### src/rtl/fifo_wr_arbiter.sv
// Round-robin write-port arbiter for a Sync_FIFO: N_REQ producers share buf_in/wr_en.
// Issue is credit-paced from fifo_counter, and each owner may write at most BURST consecutive words.
module fifo_wr_arbiter #(
    parameter int N_REQ = 4,
    parameter int DW    = 8,
    parameter int DEPTH = 8,
    parameter int CW    = 4,
    parameter int BURST = 4
) (
    input  logic                clk,
    input  logic                rst,
    input  logic [N_REQ-1:0]    req,
    input  logic [N_REQ*DW-1:0] req_data,
    input  logic [CW-1:0]       fifo_counter,
    output logic [N_REQ-1:0]    ack,
    output logic [DW-1:0]       buf_in,
    output logic                wr_en,
    output logic [N_REQ-1:0]    grant,
    output logic                busy
);
    localparam int PW = (N_REQ > 1) ? $clog2(N_REQ) : 1;
    localparam int BW = $clog2(BURST + 1);

    typedef enum logic {ST_IDLE, ST_BURST} state_t;

    state_t          state_q, state_d;
    logic [PW-1:0]   owner_q, owner_d;
    logic [PW-1:0]   ptr_q, ptr_d;
    logic [BW-1:0]   beat_q, beat_d;
    logic            wr_en_q, wr_en_d;
    logic [DW-1:0]   buf_in_q, buf_in_d;
    logic [N_REQ-1:0] grant_q, grant_d;
    logic            busy_q, busy_d;

    logic [CW:0]     occ;
    logic            ok;
    logic [PW-1:0]   start;
    logic [PW-1:0]   cand;
    logic [PW-1:0]   win;
    logic            win_found;

    function automatic logic [PW-1:0] next_idx(input logic [PW-1:0] x);
        if (int'(x) == N_REQ - 1) return '0;
        return x + PW'(1);
    endfunction

    // The write already in flight has not yet shown up in fifo_counter.
    assign occ = {1'b0, fifo_counter} + {{CW{1'b0}}, wr_en_q};
    assign ok  = occ < (CW+1)'(DEPTH);

    always_comb begin
        state_d   = state_q;
        owner_d   = owner_q;
        ptr_d     = ptr_q;
        beat_d    = beat_q;
        wr_en_d   = 1'b0;
        buf_in_d  = buf_in_q;
        ack       = '0;
        start     = ptr_q;
        cand      = '0;
        win       = '0;
        win_found = 1'b0;

        if (state_q == ST_BURST && req[owner_q] && beat_q < BW'(BURST)) begin
            // Owner keeps the port; without credit it simply stalls.
            if (ok) begin
                ack[owner_q] = 1'b1;
                wr_en_d      = 1'b1;
                buf_in_d     = req_data[owner_q*DW +: DW];
                beat_d       = beat_q + BW'(1);
            end
        end else begin
            if (state_q == ST_BURST) begin
                start = next_idx(owner_q);
                ptr_d = start;
            end
            for (int k = 0; k < N_REQ; k++) begin
                cand = PW'((int'(start) + k) % N_REQ);
                if (!win_found && req[cand]) begin
                    win_found = 1'b1;
                    win       = cand;
                end
            end
            if (win_found && ok) begin
                ack[win] = 1'b1;
                wr_en_d  = 1'b1;
                buf_in_d = req_data[win*DW +: DW];
                state_d  = ST_BURST;
                owner_d  = win;
                beat_d   = BW'(1);
            end else begin
                state_d = ST_IDLE;
                beat_d  = '0;
            end
        end

        grant_d = (state_d == ST_BURST) ? (N_REQ'(1) << owner_d) : '0;
        busy_d  = (state_d == ST_BURST);

        if (!rst) ack = '0;
    end

    always_ff @(posedge clk) begin
        if (!rst) begin
            state_q  <= ST_IDLE;
            owner_q  <= '0;
            ptr_q    <= '0;
            beat_q   <= '0;
            wr_en_q  <= 1'b0;
            buf_in_q <= '0;
            grant_q  <= '0;
            busy_q   <= 1'b0;
        end else begin
            state_q  <= state_d;
            owner_q  <= owner_d;
            ptr_q    <= ptr_d;
            beat_q   <= beat_d;
            wr_en_q  <= wr_en_d;
            buf_in_q <= buf_in_d;
            grant_q  <= grant_d;
            busy_q   <= busy_d;
        end
    end

    assign wr_en  = wr_en_q;
    assign buf_in = buf_in_q;
    assign grant  = grant_q;
    assign busy   = busy_q;
endmodule

### config.mk
export PLATFORM = sky130hd
export DESIGN_NAME = fifo_wr_arbiter
export DESIGN_NICKNAME = d
export VERILOG_FILES = /design/src/rtl/fifo_wr_arbiter.sv
export SDC_FILE = /design/constraint.sdc
export NUM_CORES = 1
export LEC_CHECK = 0
export CAP_MARGIN = 20
export CORE_MARGIN = 5
export CORE_UTILIZATION = 55
export CTS_BUF_LIST = sky130_fd_sc_hd__clkbuf_4 sky130_fd_sc_hd__clkbuf_8 sky130_fd_sc_hd__clkbuf_16
export DETAILED_ROUTE_END_ITERATION = 7
export DONT_BUFFER_PORTS = 1
export PLACE_DENSITY = 0.66
export SETUP_SLACK_MARGIN = 0.3
export SLEW_MARGIN = 40
export SYNTH_ARGS = -nofsm -noshare
export SYNTH_HDL_FRONTEND = slang
export SYNTH_SLANG_ARGS = --single-unit
### constraint.sdc
create_clock -name clk -period 8.7 [get_ports clk]
set_clock_uncertainty 0.05 [all_clocks]
set_input_delay 1.74 -clock clk [delete_from_list [all_inputs] [get_ports clk]]
set_output_delay 1.74 -clock clk [all_outputs]
set_load 0.01 [all_outputs]
==> metrics.cfg, run 1 <==
[global_route]
grt_pass1_vias = 1158
grt_first_pass_wirelength_um = 5350
grt_usage = 0.193
grt_overflow = 0
antenna_found_initial = 0
grt_max_degree = 18

[placed_design]
preCtsSetupSlack_ns = 3.21
hpwl_um = 2550
port_buffers = 0
dp.cells = 173
gp_congestion = 0.866

[critical_path]
worst_r2r_path_depth = 8
worstSetupPathType = primary input to output pin
cp.arrival_ns = 3.73
r2r_end = buf_in[0]$_SDFFE_PN0P_
startpoint = fifo_counter[1]
cp.required_ns = 6.91
critPathLaunchType = primary input
ff2ff_setup_slack_ns = 5.59
crit-reg2reg-launch = owner_q[0]$_SDFF_PN0_
end_kind = output pin
crit_fanout = 6
crit_end = ack[2]

[logic_synthesis]
synth_area_sq_um = 1360
mappedNetlistNets = 198
syn_area_per_cell_sq_um = 8.98
synth_xor_xnor_area_share = 0.00646
synthMuxAreaShare = 0.116
synthMostInstantiatedCell = dfxtp_1
synthFlopType = dfxtp_1
async_reset_ff_frac = 0
ys_seq_elements = 21
yosys.area.top_type = dfxtp_1
synth_edf_count = 0
synth_cell_type_count = 43
synth_area_leaders = dfxtp_1 31%, mux2i_1 6.6%, o221ai_1 5.2%
synth_fa_ha_area_frac = 0.0461
yosys.area_share.simple = 0.207
synth_cells = 151
synth_top_family_by_area = compound AO/OA/AOI/OAI gates
synth.top_cell.area_share = 0.310
ys_seq_area_frac = 0.310
synth_common_cells = 21 x dfxtp_1, 18 x nand2_1, 9 x a22oi_1, 9 x mux2i_1, 8 x o221ai_1
synth-compound-area-share = 0.258
yosysWarnings = 0

[timing]
fin_crit_sh = 0.635
hold_violations = 0
timing.setup.tns_ns = 0
fmax_ghz = 0.181
slew_headroom = 0.528
min_period_ns = 5.52
setup_viol = 0
rsz0062_at_grt = no
setup_ws_ns = 3.18
whs_ns = 0.465
worst_pin_slew_ns = 0.706
finalMaxSlewViolations = 0

[clock_network]
htree_levels = 1
clk_pin_slew_worst_paths_ns = 0.12
post_cts_buffers = 0
numCtsBuffers = 3
cts_root_buffer = clkbuf_4
clock_latency_ns = 0.30
cts_hold_buf = 0
tritoncts = done
clockBufferDepth = 2
cts.sinks = 21
cts_resized = 0

[cells_and_area]
instances_no_fill = 177
finalNetCount = 195
syn_to_final_growth_pct = 0.461
diodes = 0
drive_gt1_frac = 0.0884

[route]
drc_errors = 0
routed_wirelength_um = 3350
drtIter0Drc = 81
ant_nets = 0
drt_pass1_iterations = 4
avgRoutedWirePerCell_um = 18.9
via_per_inst = 6.64
via_count = 1175

[floorplanning]
die_w_um = 59.7
ios = 60
die_h_um = 59.7
placementRows = 18
design.core.area_sq_um = 2410
fp.dieArea_sq_um = 3560
initial_core_util = 0.563

[run_status]
status = completed

[min_path]
hp-class = flop to flop

[job]
cap_violations = 0

[pwr]
power.density_nw_per_um2 = 172
ir_drop_uv = 95.4
leakage_nw = 0.566

metal layers:
| metal | wire length [um] | share of wire | track usage | vias to the layer above |
|---|---|---|---|---|
| li1 | - | - | - | 560 |
| met1 | 1410 | 0.42 | 0.265 | 566 |
| met2 | 1690 | 0.50 | 0.309 | 47 |
| met3 | 236 | 0.070 | 0.0389 | 2 |
| met4 | 11 | 0.0033 | 0.0475 | 0 |
| met5 | 0 | 0 | 0 | - |
cell families (layout without fill, tap and decap cells):
kind of cell / Yosys count / after routing
flip-flops: 21 / 21
adder cells (fa/ha/maj): 5 / 5
buffers and inverters: 12 / 8
AND/OR/NAND/NOR: 54 / 54
multiplexers: 14 / 14
AO/OA/AOI/OAI: 44 / 44
XOR/XNOR: 1 / 1
registers in the layout (all words and copies together), names as in the netlist:
signal,cells
buf_in,8
beat_q,3
ptr_q,2
owner_q,2
grant,4
busy,1
wr_en,1
placed cells by master (no fill, tap or decap), types with 5 or more instances in the layout:
master,count
ha_1,5
a22oi_1,9
nand2_1,18
nor2_1,6
o21a_1,5
nor3_1,5
o221ai_1,8
a21boi_0,6
and2_1,5
dfxtp_1,21
and3_1,6
mux2i_1,9
worst min path at each step:
stage                           from                     to  slack, ns  cells past startpoint
2_1_floorplan  ptr_q[0]$_SDFFE_PN0N_  ptr_q[0]$_SDFFE_PN0N_       0.42                      1
3_3_place_gp   ptr_q[0]$_SDFFE_PN0N_  ptr_q[0]$_SDFFE_PN0N_       0.43                      1
3_5_place_dp   ptr_q[0]$_SDFFE_PN0N_  ptr_q[0]$_SDFFE_PN0N_       0.44                      1
4_1_cts        ptr_q[0]$_SDFFE_PN0N_  ptr_q[0]$_SDFFE_PN0N_       0.47                      1
5_1_grt        ptr_q[0]$_SDFFE_PN0N_  ptr_q[0]$_SDFFE_PN0N_       0.50                      1
6_report       ptr_q[0]$_SDFFE_PN0N_  ptr_q[0]$_SDFFE_PN0N_       0.46                      1
area by class of cell:
class                           count  area (sq um)
Clock buffer                        4          30.0
Fill cell                         228          1050
Inverter                            4          15.0
Multi-Input combinational cell    118           860
Sequential cell                    21           420
Tap cell                           30          37.5
critical path: stages:
cell,delay (ns)
a41oi_1,0.50
a21boi_0,0.53
nand2_1,0.25
nor3_1,0.30
nand2b_1,0.09
a21boi_0,0.32
power breakdown:
part / internal [mW] / switching, mW / total (mW) / leakage [nW]
clock network: 0.0209 / 0.0288 / 0.0498 / 0.0184
logic: 0.0296 / 0.0365 / 0.0660 / 0.375
registers: 0.106 / 0.0124 / 0.119 / 0.172
per-stage QoR:
step	power, mW	util	instance area [sq um]
after detailed placement	0.187	0.553	1330
after global placement	0.185	0.553	1330
after floorplan	0.180	-	1360
final	0.235	0.565	1360
after global routing	0.250	0.565	1360
after CTS	0.237	0.565	1360
Power figures use the tool's default switching activity.
==> inputs of run 2 (changes only) <==
==> constraint.sdc (replaced) <==
create_clock -name clk -period 5.3 [get_ports clk]
set_clock_uncertainty 0.05 [all_clocks]
set_input_delay 1.06 -clock clk [delete_from_list [all_inputs] [get_ports clk]]
set_output_delay 1.06 -clock clk [all_outputs]
set_load 0.01 [all_outputs]
==> run 2 against run 1 <==
- sequential power grew 64%
- global-route usage decreased by 0.72 points
- critical path depth rose by 2
- die area did not move
- hold slack better by 0.0020 ns
- sequential share of layout area up 0.057 points
- cell count is the same
- clock power up 63%
- sequential cell count unchanged
- register-to-register slack got worse by 3.4 ns
- largest cell class unchanged
==> metrics.cfg, run 2 (synthesis gave the netlist of run 1 again) <==
[run_status]
status = completed  ; unchanged

[cells_and_area]
layout_common_cells = 21 x dfxtp_1, 18 x nand2_1, 9 x mux2i_1, 9 x a22oi_1, 8 x o221ai_1  ; unchanged
diodes = 0  ; unchanged
nFillCells = 219  ; was 228
drive_gt1_frac = 0.0884  ; unchanged
syn_to_final_growth_pct = 0.276  ; was 0.461%
final_common_cell = dfxtp_1  ; unchanged
finalNetCount = 195  ; unchanged
fin_area_sq_um = 1360  ; about the same
largest_reg_flops = 8  ; unchanged

[clock_network]
clockBufferDepth = 2  ; unchanged
cts_resized = 0  ; unchanged
cts.sinks = 21  ; unchanged
numCtsBuffers = 3  ; unchanged
cts_root_buffer = clkbuf_4  ; unchanged
cts_hold_buf = 0  ; unchanged
post_cts_buffers = 0  ; unchanged
htree_levels = 1  ; unchanged
clock_latency_ns = 0.31  ; was 0.30 ns
tritoncts = done  ; unchanged
clk_pin_slew_worst_paths_ns = 0.13  ; was 0.12 ns

[route]
via_count = 1172  ; was 1175
drtIter0Drc = 42  ; was 81
ant_nets = 0  ; unchanged
drc_errors = 0  ; unchanged
routed_wirelength_um = 3340  ; was 3350 um
avgRoutedWirePerCell_um = 18.8  ; was 18.9 um
via_per_inst = 6.62  ; was 6.64
drt_pass1_iterations = 4  ; unchanged

[timing]
fin_crit_sh = 0.795
timing.setup.tns_ns = 0  ; unchanged
hold_violations = 0  ; unchanged
finalMaxSlewViolations = 0  ; unchanged
setup_viol = 0  ; unchanged
worst_pin_slew_ns = 0.726  ; was 0.706 ns
setup_ws_ns = 1.08  ; was 3.18 ns
fmax_ghz = 0.237
rsz0062_at_grt = no  ; unchanged
slew_headroom = 0.515  ; was 0.528
min_period_ns = 4.22

[floorplanning]
fp.dieArea_sq_um = 3560  ; unchanged
die_h_um = 59.7  ; unchanged
die_w_um = 59.7  ; unchanged
design.core.area_sq_um = 2410  ; unchanged
ios = 60  ; unchanged
initial_core_util = 0.563  ; unchanged
placementRows = 18  ; unchanged

[critical_path]
worstSetupPathType = flop to output pin  ; was primary input to output pin
critPathLaunchType = flop  ; was primary input
r2r_end = buf_in[1]$_SDFFE_PN0P_  ; was buf_in[0]$_SDFFE_PN0P_
end_kind = output pin  ; unchanged
startpoint = owner_q[0]$_SDFF_PN0_  ; was fifo_counter[1]
worst_r2r_path_depth = 8  ; unchanged
crit_end = ack[1]  ; was ack[2]
crit_fanout = 10  ; was 6
crit-reg2reg-launch = owner_q[0]$_SDFF_PN0_  ; unchanged
cp.required_ns = 4.19  ; was 6.91 ns
cp.arrival_ns = 3.11  ; was 3.73 ns
ff2ff_setup_slack_ns = 2.21  ; was 5.59 ns

[pwr]
power.density_nw_per_um2 = 283  ; was 172 nW/um^2
finalPower_mw = 0.385  ; was 0.235 mW
leakage_nw = 0.565  ; was 0.566 nW
ir_drop_uv = 181  ; was 95.4 uV

[global_route]
antenna_found_initial = 0  ; unchanged
grt_max_degree = 18  ; unchanged
grt_overflow = 0  ; unchanged
grt_first_pass_wirelength_um = 5160  ; was 5350 um
grt_usage = 0.186  ; was 0.193
grt_pass1_vias = 1128  ; was 1158

[job]
cap_violations = 0  ; unchanged

[placed_design]
gp_congestion = 0.864  ; was 0.866
port_buffers = 0  ; unchanged
hpwl_um = 2560  ; was 2550 um
preCtsSetupSlack_ns = 1.17  ; was 3.21 ns
post_dp_cell_area_sq_um = 1330  ; unchanged

[min_path]
hp-class = flop to flop  ; unchanged

==> run 2: changes by cell type in the layout (fill, tap and decap cells not counted) <==
cell / before / now
clkbuf_4: 4 / 3
clkinv_2: 0 / 1
==> run 2: per-stage QoR <==
stage          utilization  hold WS [ns]  cells
2_1_floorplan            -         0.423    151
3_3_place_gp         0.553         0.432    173
3_5_place_dp         0.553         0.440    173
4_1_cts              0.564         0.469    177
5_1_grt              0.564         0.491    177
6_report             0.564         0.467    177
==> run 2: layer usage <==
metal,track usage,routed length (um),vias up
met1,0.242,1440,557
met4,0.0570,35,0
met2,0.306,1650,49
met5,0,0,-
met3,0.0389,208,4
li1,-,-,562
==> run 2: power breakdown <==
group | total [mW] | switching [mW] | internal (mW)
registers | 0.195 | 0.0205 | 0.175
clock network | 0.0812 | 0.0530 | 0.0282
logic | 0.108 | 0.0597 | 0.0488
==> run 2: how the worst min path moves through the flow <==
| stage | startpoint | to | slack, ns | cells after the start |
|---|---|---|---|---|
| after floorplan | ptr_q[0]$_SDFFE_PN0N_ | ptr_q[0]$_SDFFE_PN0N_ | 0.42 | 1 |
| after global placement | ptr_q[0]$_SDFFE_PN0N_ | ptr_q[0]$_SDFFE_PN0N_ | 0.43 | 1 |
| after detailed placement | ptr_q[0]$_SDFFE_PN0N_ | ptr_q[0]$_SDFFE_PN0N_ | 0.44 | 1 |
| after CTS | ptr_q[0]$_SDFFE_PN0N_ | ptr_q[0]$_SDFFE_PN0N_ | 0.47 | 1 |
| after global routing | ptr_q[0]$_SDFFE_PN0N_ | ptr_q[0]$_SDFFE_PN0N_ | 0.49 | 1 |
| final | ptr_q[0]$_SDFFE_PN0N_ | ptr_q[0]$_SDFFE_PN0N_ | 0.47 | 1 |
==> run 2: final cells by class <==
| type | instances | area [sq um] | area share |
|---|---|---|---|
| tap | 30 | 37.5 | 0.0276 |
| sequential | 21 | 420 | 0.309 |
| inverter | 4 | 15.0 | 0.0110 |
| multi-input combinational | 118 | 860 | 0.632 |
| clock inverter | 1 | 5.00 | 0.00368 |
| clock buffer | 3 | 22.5 | 0.0166 |
==> run 2: worst max-delay path: stages (launching register included) <==
cell	delay, ns
dfxtp_1	0.59
inv_1	0.16
ha_1	0.35
mux2_2	0.31
and2_1	0.17
a2111oi_2	0.41
nor2_1	0.14
o41ai_1	0.38
and3_1	0.28
==> RTL edit 1, RTL diff (settings of run 2) <==
`buf_in_q` no longer has a reset.
--- a/src/rtl/fifo_wr_arbiter.sv
+++ b/src/rtl/fifo_wr_arbiter.sv
@@ -107,7 +107,6 @@
             ptr_q    <= '0;
             beat_q   <= '0;
             wr_en_q  <= 1'b0;
-            buf_in_q <= '0;
             grant_q  <= '0;
             busy_q   <= 1'b0;
         end else begin
@@ -116,10 +115,13 @@
             ptr_q    <= ptr_d;
             beat_q   <= beat_d;
             wr_en_q  <= wr_en_d;
-            buf_in_q <= buf_in_d;
             grant_q  <= grant_d;
             busy_q   <= busy_d;
         end
+    end
+
+    always_ff @(posedge clk) begin
+        buf_in_q <= buf_in_d;
     end
 
     assign wr_en  = wr_en_q;
Behaviour: not the same (a bounded check fails within 4 cycles, from zero or initial values and one cycle with rst low).
==> RTL edit 1 against run 2 <==
  * Count of clock-buffer cells in the layout unchanged
  * Routed wire length is 5.1% lower
  * Fmax rose by 3.8%
  * Total power up 2.3%
  * Core utilization up 2.0 points
  * Combinational power up 6%
  * Cell area up 8.5%
  * Largest cell class unchanged
  * Via count decreased by 7.6%
  * Synthesized area up 8.1%
  * First-iteration DRC count increased by 45%
  * Synthesized cell count down 5.3%
  * Sequential cell count did not move
  * Setup slack better by 0.15 ns
==> RTL edit 1: results (changes against run 2) <==
Status
  – Status: finished, final reports clean

Placed design
  – Number of I/O port buffers: 0 (unchanged)
  – Hpwl dp: 2510 µm (-1.9%)
  – Placed instance area: 0.001448 mm² (+8.6%)
  – Placed insts: 166 (-4.0%)
  – Final GP Congestion: 0.8208 (-5.0%)

Route
  – WL final: 3166 µm (-5.1%)
  – DR WL/cell: 18.62 µm (-1.2%)
  – Iter 0 DRT Violations: 61 (+45%)
  – Vias per cell: 6.371 (-3.8%)

Global route
  – Remaining Overflow, GRT: 0 (unchanged)
  – Vias in the first global route: 1117 (-0.98%)
  – Initial antenna violation count: 0 (unchanged)
  – GRT Util Overall: 17.68% (-0.88 points)
  – Largest net degree at the start of global routing: 22 (+4)
  – Global-route wire length before repair: 4912 µm (-4.8%)

Setup path
  – Critical Path Max Stage Delay: 0.57 ns (-0.02 ns)
  – Worst EP arrival: 2.95 ns (-0.16 ns)
  – CP Max Fanout: 8 (-2)
  – Slowest-stage cell, CP: dfxtp_1

Clock network
  – CTS buffer count: 3 (unchanged)
  – Max Buffers Root-to-Sink: 2 (unchanged)
  – Latest clock arrival within the worst-skew pair: 0.30 ns
  – Resized cells post-CTS: 0 (unchanged)
  – Clock H-tree levels: 1 (unchanged)
  – Setup bufs post-CTS: 0 (unchanged)
  – Clock Tree Root: clkbuf_4
  – Worst-path clk slew: approximately 0.12 ns

Synthesis
  – Ys flop type: dfxtp_1
  – Commonest cells post-synth: a21oi_1, dfxtp_1, mux2i_1, nor2_1
  – Syn Nets: 190 (-4.0%)
  – Sequential-to-total area share from yosys stat: 34.13% (+3.1 points)
  – Synth top area cells: dfxtp_1, edfxtp_1, mux2i_1
  – Post-synth ARST share: 0% (unchanged)
  – Avg Inst Size Synth: 10.25 µm² (+14%)
  – Post-synth EDFFs: 8 (+8)
  – Yosys cell types: 44 (+2.3%)
  – Yosys warning count: 0 (unchanged)

Final layout
  – Fraction of layout cells with a size suffix above 1: 17.14% (+8.3 points)
  – Fillers: 225 (+2.7%)
  – Antenna cells: 0 (unchanged)
  – Largest register FFs: 8 (unchanged)

Timing
  – Max_slew headroom: 58.91% (+7.4 points)

Power
  – Pleak: 0.5497 nW (-2.7%)
  – Worst vdd ir: 0.2024 mV (+12%)
==> RTL edit 1: cell types whose count changed after synthesis, moves of 4 or more <==
cell      before  now
a22oi_1        9    1
nand2_1       18    8
a22oi_2        0    7
a21boi_0       6    2
nor2_1         6   12
dfxtp_1       21   13
and3_1         6    1
a21oi_1        2   13
edfxtp_1       0    8
nand2b_1       2    7
mux2_2         4    0
o21a_1         5    1
o221ai_1       8    0
==> RTL edit 1: routing by layer <==
metal | track usage (%) | routed length [µm] | vias up
li1 | - | - | 520
met1 | 17.33 | 1221 | 515
met2 | 34.53 | 1671 | 42
met3 | 3.564 | 227 | 6
met4 | 8.485 | 45 | 0
met5 | 0 | 0 | -
==> RTL edit 1: cell families after synthesis <==
| kind of cell | Yosys count | synth area share (%) |
|---|---|---|
| AND/OR/NAND/NOR | 48 | 18.86 |
| buffers and inverters | 14 | 5.886 |
| AO/OA/AOI/OAI | 39 | 24.57 |
| XOR/XNOR | 1 | 0.5974 |
| multiplexers | 15 | 11.69 |
| adder cells (fa/ha/maj) | 5 | 4.266 |
| flip-flops | 21 | 34.13 |
==> RTL edit 1: per-stage QoR <==
step	hold slack (ns)	util, %	setup WS [ns]
2_1_floorplan	0.4368	-	1.381
3_3_place_gp	0.4571	57.39	1.310
3_5_place_dp	0.4670	57.39	1.267
4_1_cts	0.4888	58.48	1.220
5_1_grt	0.5148	58.48	0.9739
6_report	0.4840	58.48	1.239
==> RTL edit 1: area by class of cell <==
type                       instances  area (µm²)  area share [%]
multi-input combinational        108       879.6           59.63
tap                               30       37.54           2.545
clock inverter                     1       5.005          0.3393
timing repair buffer               1       7.507          0.5089
sequential                        21       500.5           33.93
clock buffer                       3       22.52           1.527
inverter                           6       22.52           1.527
==> RTL edit 1: power by group <==
part / internal, mW / switching, mW
clock network: 0.0282 / 0.0498
logic: 0.0506 / 0.0632
registers: 0.186 / 0.0152
==> RTL edit 1: worst paths after layout <==
| kind | start | end | slack, ns | cells past startpoint |
|---|---|---|---|---|
| min reg2reg | ptr_q[0] | ptr_q[0] | 0.48 | 2 |
| max | owner_q[0] | ack[0] | 1.24 | 8 |
| min | ptr_q[0] | ptr_q[0] | 0.48 | 2 |
| max reg2reg | owner_q[0] | buf_in[6] | 2.13 | 8 |
==> RTL edit 1: worst register-to-register path, delay by kind of cell (launching register included) <==
kind,cells,cell delay [ns]
AOI/OAI and AO/OA,4,1.06
DFF,1,0.57
muxes,2,0.62
buffers and inverters,1,0.23
adders and majority gates,1,0.39
==> RTL edit 2, RTL diff (settings of run 2) <==
Made on the original files. The parameter `CW` goes from 4 to 5.
--- a/src/rtl/fifo_wr_arbiter.sv
+++ b/src/rtl/fifo_wr_arbiter.sv
@@ -4,7 +4,7 @@
     parameter int N_REQ = 4,
     parameter int DW    = 8,
     parameter int DEPTH = 8,
-    parameter int CW    = 4,
+    parameter int CW    = 5,
     parameter int BURST = 4
 ) (
     input  logic                clk,
Ports: changed (resized fifo_counter); port bits go from 60 to 61. The function was not compared with the original's and may differ.
==> RTL edit 2 against run 2 <==
  * Total power grew 1.9%
  * Die area grew 0.45%
  * Sequential power grew 5%
  * Via count grew 0.26%
  * Sequential cell count is the same
  * Final cell count grew 2.8%
  * Routed wire length shrank 3.3%
  * Setup slack gained 0.30 ns
  * Cell area grew 2.8%
  * Synthesized area grew 0.55%
==> RTL edit 2: results (changes against run 2) <==
Hold path
  – Worst Hold Class: reg2reg
  – Hold path depth: 2 (+1)

Setup path
  – R2R depth: 9 (+1)
  – CP Max Fanout: 9 (-1)
  – Worst EP arrival: 2.80 ns (-0.31 ns)
  – Critical Path Max Stage Delay: 0.57 ns (-0.02 ns)
  – Slowest-stage cell, CP: dfxtp_1

Synthesis
  – Sequential-to-total area share from yosys stat: 30.83% (-0.17 points)
  – Post-synth ARST share: 0% (unchanged)
  – Synth top area cells: dfxtp_1, mux2i_1, o221ai_1
  – Cell with the most instances after synthesis: dfxtp_1
  – Yosys warning count: 0 (unchanged)
  – Yosys cell types: 45 (+4.7%)
  – Syn Nets: 200 (+1.0%)
  – Commonest cells post-synth: dfxtp_1, nand2_1, a21oi_1, mux2i_1, nor2_1

Power
  – Switching Fraction: 32.86% (-1.8 points)
  – Worst vdd ir: 0.1518 mV (-16%)
  – Pleak: 0.5527 nW (-2.2%)
  – Comb pwr share: 25.9% (-2.3 points)
  – Reg power frac: 52.3% (+1.6 points)

Final layout
  – Largest register FFs: 8 (unchanged)
  – Fillers: 224 (+2.3%)
  – Fraction of layout cells with a size suffix above 1: 11.18% (+2.3 points)
  – Antenna cells: 0 (unchanged)

Global route
  – Largest net degree at the start of global routing: 17 (-1)
  – Vias in the first global route: 1093 (-3.1%)
  – GRT Util Overall: 18.42% (-0.14 points)
  – Global-route wire length before repair: 4995 µm (-3.2%)
  – Initial antenna violation count: 0 (unchanged)

Clock network
  – Worst-path clk slew: 0.12 ns
  – CTS buffer count: 3 (unchanged)
  – Max Buffers Root-to-Sink: 2 (unchanged)
  – Clock H-tree levels: 1 (unchanged)
  – Resized cells post-CTS: 0 (unchanged)
  – Setup bufs post-CTS: 0 (unchanged)
  – Latest clock arrival within the worst-skew pair: 0.31 ns (about the same)
  – Clock Tree Root: clkbuf_4
  – Hold-fix buffers, CTS: 0 (unchanged)

Placed design
  – Hpwl dp: 2563 µm (+0.22%)
  – Number of I/O port buffers: 0 (unchanged)
  – Final GP Congestion: 0.8579 (-0.66%)

Status
  – Status: finished, final reports clean

Route
  – WL final: 3225 µm (-3.3%)
  – Vias per cell: 6.456 (-2.5%)
  – First-pass DRT Iterations: 4 (unchanged)
  – Iter 0 DRT Violations: 61 (+45%)

Timing
  – Least-Margin Pin Slew: 0.7057 ns (-0.01992 ns)
## RTL edit 2: final cells by class
class                      count  share of cell area [%]
timing repair buffer           1                  0.8057
sequential                    21                   30.08
inverter                       5                   1.343
multi-input combinational    121                   62.94
tap                           30                   2.686
clock buffer                   4                   2.149
## RTL edit 2: cell families (layout without fill, tap and decap cells)
family / after synthesis / count (layout) / share of synthesized area (%)
adders and majority gates: 5 / 5 / 4.587
DFF: 21 / 21 / 30.83
AOI/OAI and AO/OA: 51 / 51 / 29.18
xor gates and xnor gates: 1 / 1 / 0.6423
and+or+nand+nor: 50 / 50 / 19.17
muxes: 14 / 14 / 10.92
buffers and inverters: 10 / 10 / 4.679
## RTL edit 2: metrics by stage
step	total power, mW	cell area (µm²)	utilization, %	worst slack, ns	cells
floorplan	0.2963	1364	-	1.905	152
global placement	0.3041	1356	55.76	1.772	177
detailed placement	0.3110	1368	56.22	1.745	178
CTS	0.3942	1398	57.46	1.404	182
global route	0.4201	1398	57.46	1.122	182
finish	0.3919	1398	57.46	1.389	182
## RTL edit 2: worst paths after layout
kind / slack (ns) / to / start
max reg2reg: 2.29 / buf_in[4] / owner_q[0]
min: 0.43 / beat_q[1] / beat_q[1]
min reg2reg: 0.43 / beat_q[1] / beat_q[1]
max: 1.39 / ack[0] / owner_q[0]
## RTL edit 2: layer usage
layer | vias up | track usage, % | wire [µm]
li1 | 568 | - | -
met1 | 561 | 20.71 | 1293
met4 | 0 | 8.544 | 51
met2 | 39 | 31.94 | 1593
met3 | 7 | 4.968 | 286
met5 | - | 0 | 0
## RTL edit 2: worst max-delay path, delay by kind of cell, from the launching register on
family                     cells  cell delay, ns
and+or+nand+nor                1            0.24
AOI/OAI and AO/OA              2            0.65
buffers and inverters          1            0.14
DFF                            1            0.57
adders and majority gates      1            0.33
muxes                          2            0.56
